$ cat src/rtl/mosquito_motion_controller.sv
// mosquito_motion_controller: per-slot mosquito movement, kill handling, respawn and kill tally
module mosquito_motion_controller #(
   parameter int          MOSQUITO_COUNT = 4,
   parameter int          SCREEN_W       = 640,
   parameter int          SPRITE_SIZE    = 32,
   parameter int          Y_MAX          = 240,
   parameter int          SPEED          = 2,
   parameter int          X_SPACING      = 128,
   parameter int          RESPAWN_FRAMES = 60,
   parameter logic [15:0] LFSR_SEED      = 16'hACE1
) (
   input  logic                          clk,
   input  logic                          rst,
   input  logic                          frame_tick,
   input  logic [MOSQUITO_COUNT-1:0]     hit,
   output logic [10*MOSQUITO_COUNT-1:0]  mosquito_x_flat,
   output logic [10*MOSQUITO_COUNT-1:0]  mosquito_y_flat,
   output logic [MOSQUITO_COUNT-1:0]     mosquito_alive,
   output logic                          kill_pulse,
   output logic [7:0]                    kill_count
);
   localparam logic [9:0] X_LIMIT = 10'(SCREEN_W - SPRITE_SIZE);
   localparam logic [9:0] Y_LIMIT = 10'(Y_MAX - SPRITE_SIZE);
   localparam logic [9:0] SPD     = 10'(SPEED);
   typedef enum logic {ALIVE, DEAD} state_t;
   logic [15:0]               lfsr;
   logic [MOSQUITO_COUNT-1:0] kills;
   logic [2:0]                kill_n;
   logic [8:0]                kill_sum;
   for (genvar g = 0; g < MOSQUITO_COUNT; g++) begin : g_slot
      state_t      state;
      logic [9:0]  x, y, nx, ny;
      logic        dx, dy, ndx, ndy;
      logic [7:0]  cnt;
      logic [15:0] r;
      // spawn value is the shared LFSR rotated per slot so slots land apart
      assign r = 16'({lfsr, lfsr} >> (16 - 4 * g));
      // one frame of clamped bounce motion; limit test precedes add/sub so nothing wraps
      always_comb begin
         nx  = dx ? ((x + SPD >= X_LIMIT) ? X_LIMIT : x + SPD) : ((x <= SPD) ? '0 : x - SPD);
         ndx = dx ? (x + SPD < X_LIMIT) : (x <= SPD);
         ny  = dy ? ((y + SPD >= Y_LIMIT) ? Y_LIMIT : y + SPD) : ((y <= SPD) ? '0 : y - SPD);
         ndy = dy ? (y + SPD < Y_LIMIT) : (y <= SPD);
      end
      // ALIVE/DEAD slot FSM: hit beats frame_tick, dead slots count frames down to respawn
      always_ff @(posedge clk) begin
         if (rst) begin
            state <= ALIVE;
            x     <= 10'(SPRITE_SIZE + g * X_SPACING);
            y     <= 10'd32;
            dx    <= 1'b1;
            dy    <= 1'b1;
            cnt   <= '0;
         end else if (state == ALIVE) begin
            if (hit[g]) begin
               state <= DEAD;
               cnt   <= 8'(RESPAWN_FRAMES);
            end else if (frame_tick) begin
               x  <= nx;
               y  <= ny;
               dx <= ndx;
               dy <= ndy;
            end
         end else if (frame_tick) begin
            if (cnt > 8'd1) cnt <= cnt - 8'd1;
            else begin
               state <= ALIVE;
               x     <= {1'b0, r[8:0]};
               y     <= {4'b0, r[15:10]};
               dx    <= r[9];
               dy    <= 1'b1;
            end
         end
      end
      assign mosquito_x_flat[g*10 +: 10] = x;
      assign mosquito_y_flat[g*10 +: 10] = y;
      assign mosquito_alive[g]           = (state == ALIVE);
   end
   // only live slots can be killed; count them for the score
   always_comb begin
      kills  = hit & mosquito_alive;
      kill_n = '0;
      for (int i = 0; i < MOSQUITO_COUNT; i++) kill_n = kill_n + 3'(kills[i]);
      kill_sum = {1'b0, kill_count} + 9'(kill_n);
   end
   // spawn LFSR (taps 16,14,13,11) and saturating kill tally
   always_ff @(posedge clk) begin
      if (rst) begin
         lfsr       <= LFSR_SEED;
         kill_pulse <= 1'b0;
         kill_count <= '0;
      end else begin
         lfsr       <= {lfsr[14:0], lfsr[15] ^ lfsr[13] ^ lfsr[12] ^ lfsr[10]};
         kill_pulse <= |kills;
         kill_count <= kill_sum[8] ? 8'hFF : kill_sum[7:0];
      end
   end
endmodule

$ cat config.mk
export PLATFORM = sky130hd
export DESIGN_NAME = mosquito_motion_controller
export DESIGN_NICKNAME = d
export VERILOG_FILES = /design/src/rtl/mosquito_motion_controller.sv
export SDC_FILE = /design/constraint.sdc
export NUM_CORES = 1
export LEC_CHECK = 0
export BUFFER_PORTS_ARGS = -buffer_cell sky130_fd_sc_hd__clkbuf_2
export CORE_ASPECT_RATIO = 1.5
export CORE_MARGIN = 2
export CORE_UTILIZATION = 45
export DETAILED_ROUTE_END_ITERATION = 10
export PLACE_DENSITY = 0.72
export REMOVE_ABC_BUFFERS = 1
export SYNTH_ARGS = -nofsm -noshare
export SYNTH_HDL_FRONTEND = slang
export SYNTH_SLANG_ARGS = --single-unit
$ cat constraint.sdc
create_clock -name clk -period 3.7 [get_ports clk]
set_clock_uncertainty 0.05 [all_clocks]
set_input_delay 1.11 -clock clk [delete_from_list [all_inputs] [get_ports clk]]
set_output_delay 1.11 -clock clk [all_outputs]
set_load 0.05 [all_outputs]
==> impl_metrics.tcl <==
set metrics [dict create \
    cp-end-kind "flop" \
    yosysTopAreaCell "dfxtp_1" \
    tns_ps 0 \
    setup_viol 0 \
    netlist_instances 1368 \
    power_leakage_nw 4.378 \
    drive_above_1_share_pct 14.04 \
    overflow 0 \
    postCtsSetupBuffers 0 \
    die_h_um 189.7 \
    yosysUniqueCellTypes 89 \
    postCtsHoldBufs 0 \
    path_buf_inv 3 \
    fillCellCount 2252 \
    place_hpwl_mm 21.42 \
    irDropWorstVdd_mv 0.3431 \
    period_minus_slack_ps 3311 \
    worstPathArrival_ps 3630 \
    startpoint_type "primary input" \
    syn_area_sq_um 10350 \
    status "finished clean" \
    yosysTopAreaCellShare_pct 28.82 \
    vias 10540 \
    clock_latency_ps 440 \
    cap_violations 0 \
    wire_per_inst_um 18.13 \
    cts_resized 0 \
    grt_pass1_wl_mm 49.74 \
    final-hold-violation-count 0 \
    synth_edf_count 0 \
    ys_ff_latch 149 \
    slew_viol_final 0 \
    dp_slack_ps -40.94 \
    syn_to_final_growth_pct 12.14 \
    syn_avg_cell_area_sq_um 7.565 \
    gp_congestion 0.9955 \
    cts_tree "built" \
    io_pins 100 \
    cts_inserted_buffers 17 \
    coreArea_sq_um 22800 \
    drcViolationCount 0 \
    yosysWarningCount 0 \
    setup_ws_ps 388.6 \
    dr.pass1.iters 5 \
    slew_headroom_pct 36.96 \
    htree_levels 4 \
    worstSetupPathType "in2reg" \
    yosysSeqAreaShare_pct 28.82 \
    drt_iter0_markers 976 \
    synth_top_cells_by_area "dfxtp_1, a21oi_1, xnor2_1, o21ai_0, nand2_1" \
    grt_usage_pct 25.18 \
    hold_class "reg2reg" \
    synthFlopType "dfxtp_1" \
    path_cells "clkbuf_2 -> nor2b_1 -> inv_1 -> fa_1 -> inv_1 -> fa_1 -> fa_1 -> nand2_1 -> nor2_1 -> or2_2 -> a21oi_1" \
    fmax_ghz 0.3020 \
    cts_root_buffer "clkbuf_16" \
    max_stage_delay_ps 540 \
    wl_mm 30.92 \
    cts_buffer_depth 2 \
    grt_pass1_vias 9672 \
    layout.nets 1454 \
    dieWidth_um 127.8 \
    worst_pin_slew_ps 938.3 \
    critPathTopFamily "adder cells" \
    power.density_nw_per_um2 455.1 \
    antenna_found_initial 1 \
    dieArea_sq_um 24250 \
    slowest_stage "fa_1" \
    cts.clk_slew.worst_paths_ps 70 \
    crit_top_cell "fa_1" \
    min_period_over_period_pct 89.50 \
    cts_sinks 149 \
    synthArstFlopShare_pct 0 \
    port_buffers 99 \
    fin_total_pwr_mw 5.282 \
    grt_max_degree 128 \
    required_ps 4020 \
    start_util_pct 45.39 \
    rsz0062_at_grt "false" \
    crit_fanout 5 \
    via_per_inst 6.184 \
    ant_nets 0 \
    rows 68 \
]
==> per-layer routing <==
layer  GRT usage [%]  wire length, um  vias up
met2           44.06            15620      371
met3           4.134             1564       77
met5               0                0        -
met1           29.98            12710     4995
li1                -                -     5100
met4           11.50             1018        0
==> worst paths after layout <==
kind / from / to / slack [ps] / depth (start not counted)
hold reg to reg: g_slot[1].cnt[7] / g_slot[1].cnt[7] / 450 / 2
hold / removal: g_slot[1].cnt[7] / g_slot[1].cnt[7] / 450 / 2
setup reg to reg: g_slot[0].state / kill_count[4] / 910 / 10
setup / recovery: hit[0] / kill_count[4] / 390 / 11
==> registers in the layout (all words and copies together), names as in the netlist <==
signal,count
g_slot.dx,4
kill_pulse,1
g_slot.cnt,32
kill_count,8
g_slot.y,40
g_slot.dy,4
g_slot.state,4
g_slot.r,16
g_slot.x,40
==> synthesized netlist by cell type, types with 10 or more instances <==
library cell / number
clkbuf_1: 65
nor2_1: 107
inv_1: 57
o21ai_0: 87
nand2_1: 114
o211ai_1: 14
a21o_1: 12
ha_1: 33
nand4_1: 22
a31oi_1: 31
o22ai_1: 11
nand3_1: 51
and3_1: 13
xnor2_1: 53
or4_1: 10
a211oi_1: 19
dfxtp_1: 149
buf_1: 11
xor2_1: 37
nor3_1: 59
nor4_1: 13
or3_1: 19
or2_2: 19
nor2b_1: 23
nand2b_1: 20
buf_2: 20
a21oi_1: 113
==> worst reg2reg max path, delay by kind of cell, from the launching register on <==
kind | cells | cell delay, ps
AO/OA/AOI/OAI | 1 | 130
adder cells (fa/ha/maj) | 3 | 1440
buffers and inverters | 2 | 190
flip-flops | 1 | 310
AND/OR/NAND/NOR | 4 | 610
==> placed cells by master, fill, tap and decap left out, types with 10 or more instances in the layout <==
cell	count
nor3_1	59
a21oi_1	113
xor2_1	37
and3_1	13
clkbuf_2	98
nand3_1	51
buf_4	26
or3_1	19
o22ai_1	11
nor2b_1	23
o21ai_0	87
nor2_1	107
a31oi_1	31
xnor2_1	53
nand4_1	22
or2_2	19
ha_1	33
nor4_1	13
a21o_1	12
nand2_1	114
clkbuf_16	17
inv_1	57
nand2b_1	20
dfxtp_1	149
or4_1	10
a211oi_1	19
o211ai_1	14
==> through the flow <==
stage	cells	util (%)	hold slack, ps	area, sq um
global route	1705	50.89	468.2	11600
floorplan	1267	-	404.6	9925
detailed placement	1672	48.19	436.2	10990
CTS	1704	50.88	445.9	11600
global placement	1672	48.19	424.5	10990
finish	1705	50.89	446.9	11600
==> area by class of cell <==
cell class                 instances  area [sq um]  area share, %
antenna                            1         2.502        0.02156
clock buffer                      18         439.2          3.784
clock inverter                    14         175.2          1.509
inverter                          61         229.0          1.973
multi-input combinational       1057          6720          57.91
sequential                       149          2983          25.70
tap                              280         350.3          3.019
timing repair buffer             125         705.7          6.081
==> power by group <==
group          switching (mW)  leakage (nW)  internal (mW)
Combinational           0.931          2.86          0.504
Sequential              0.271          1.22           1.74
Clock                   0.751         0.293           1.08
==> cell families after synthesis <==
kind of cell | after synthesis | synth area share [%]
flops | 149 | 28.82
fa+ha+maj | 36 | 4.570
buf+inv | 162 | 6.311
compound gates | 409 | 26.41
simple gates | 514 | 25.43
xor+xnor | 90 | 7.617
mux | 8 | 0.8463
Note: power is estimated with default switching activity, not from simulation.
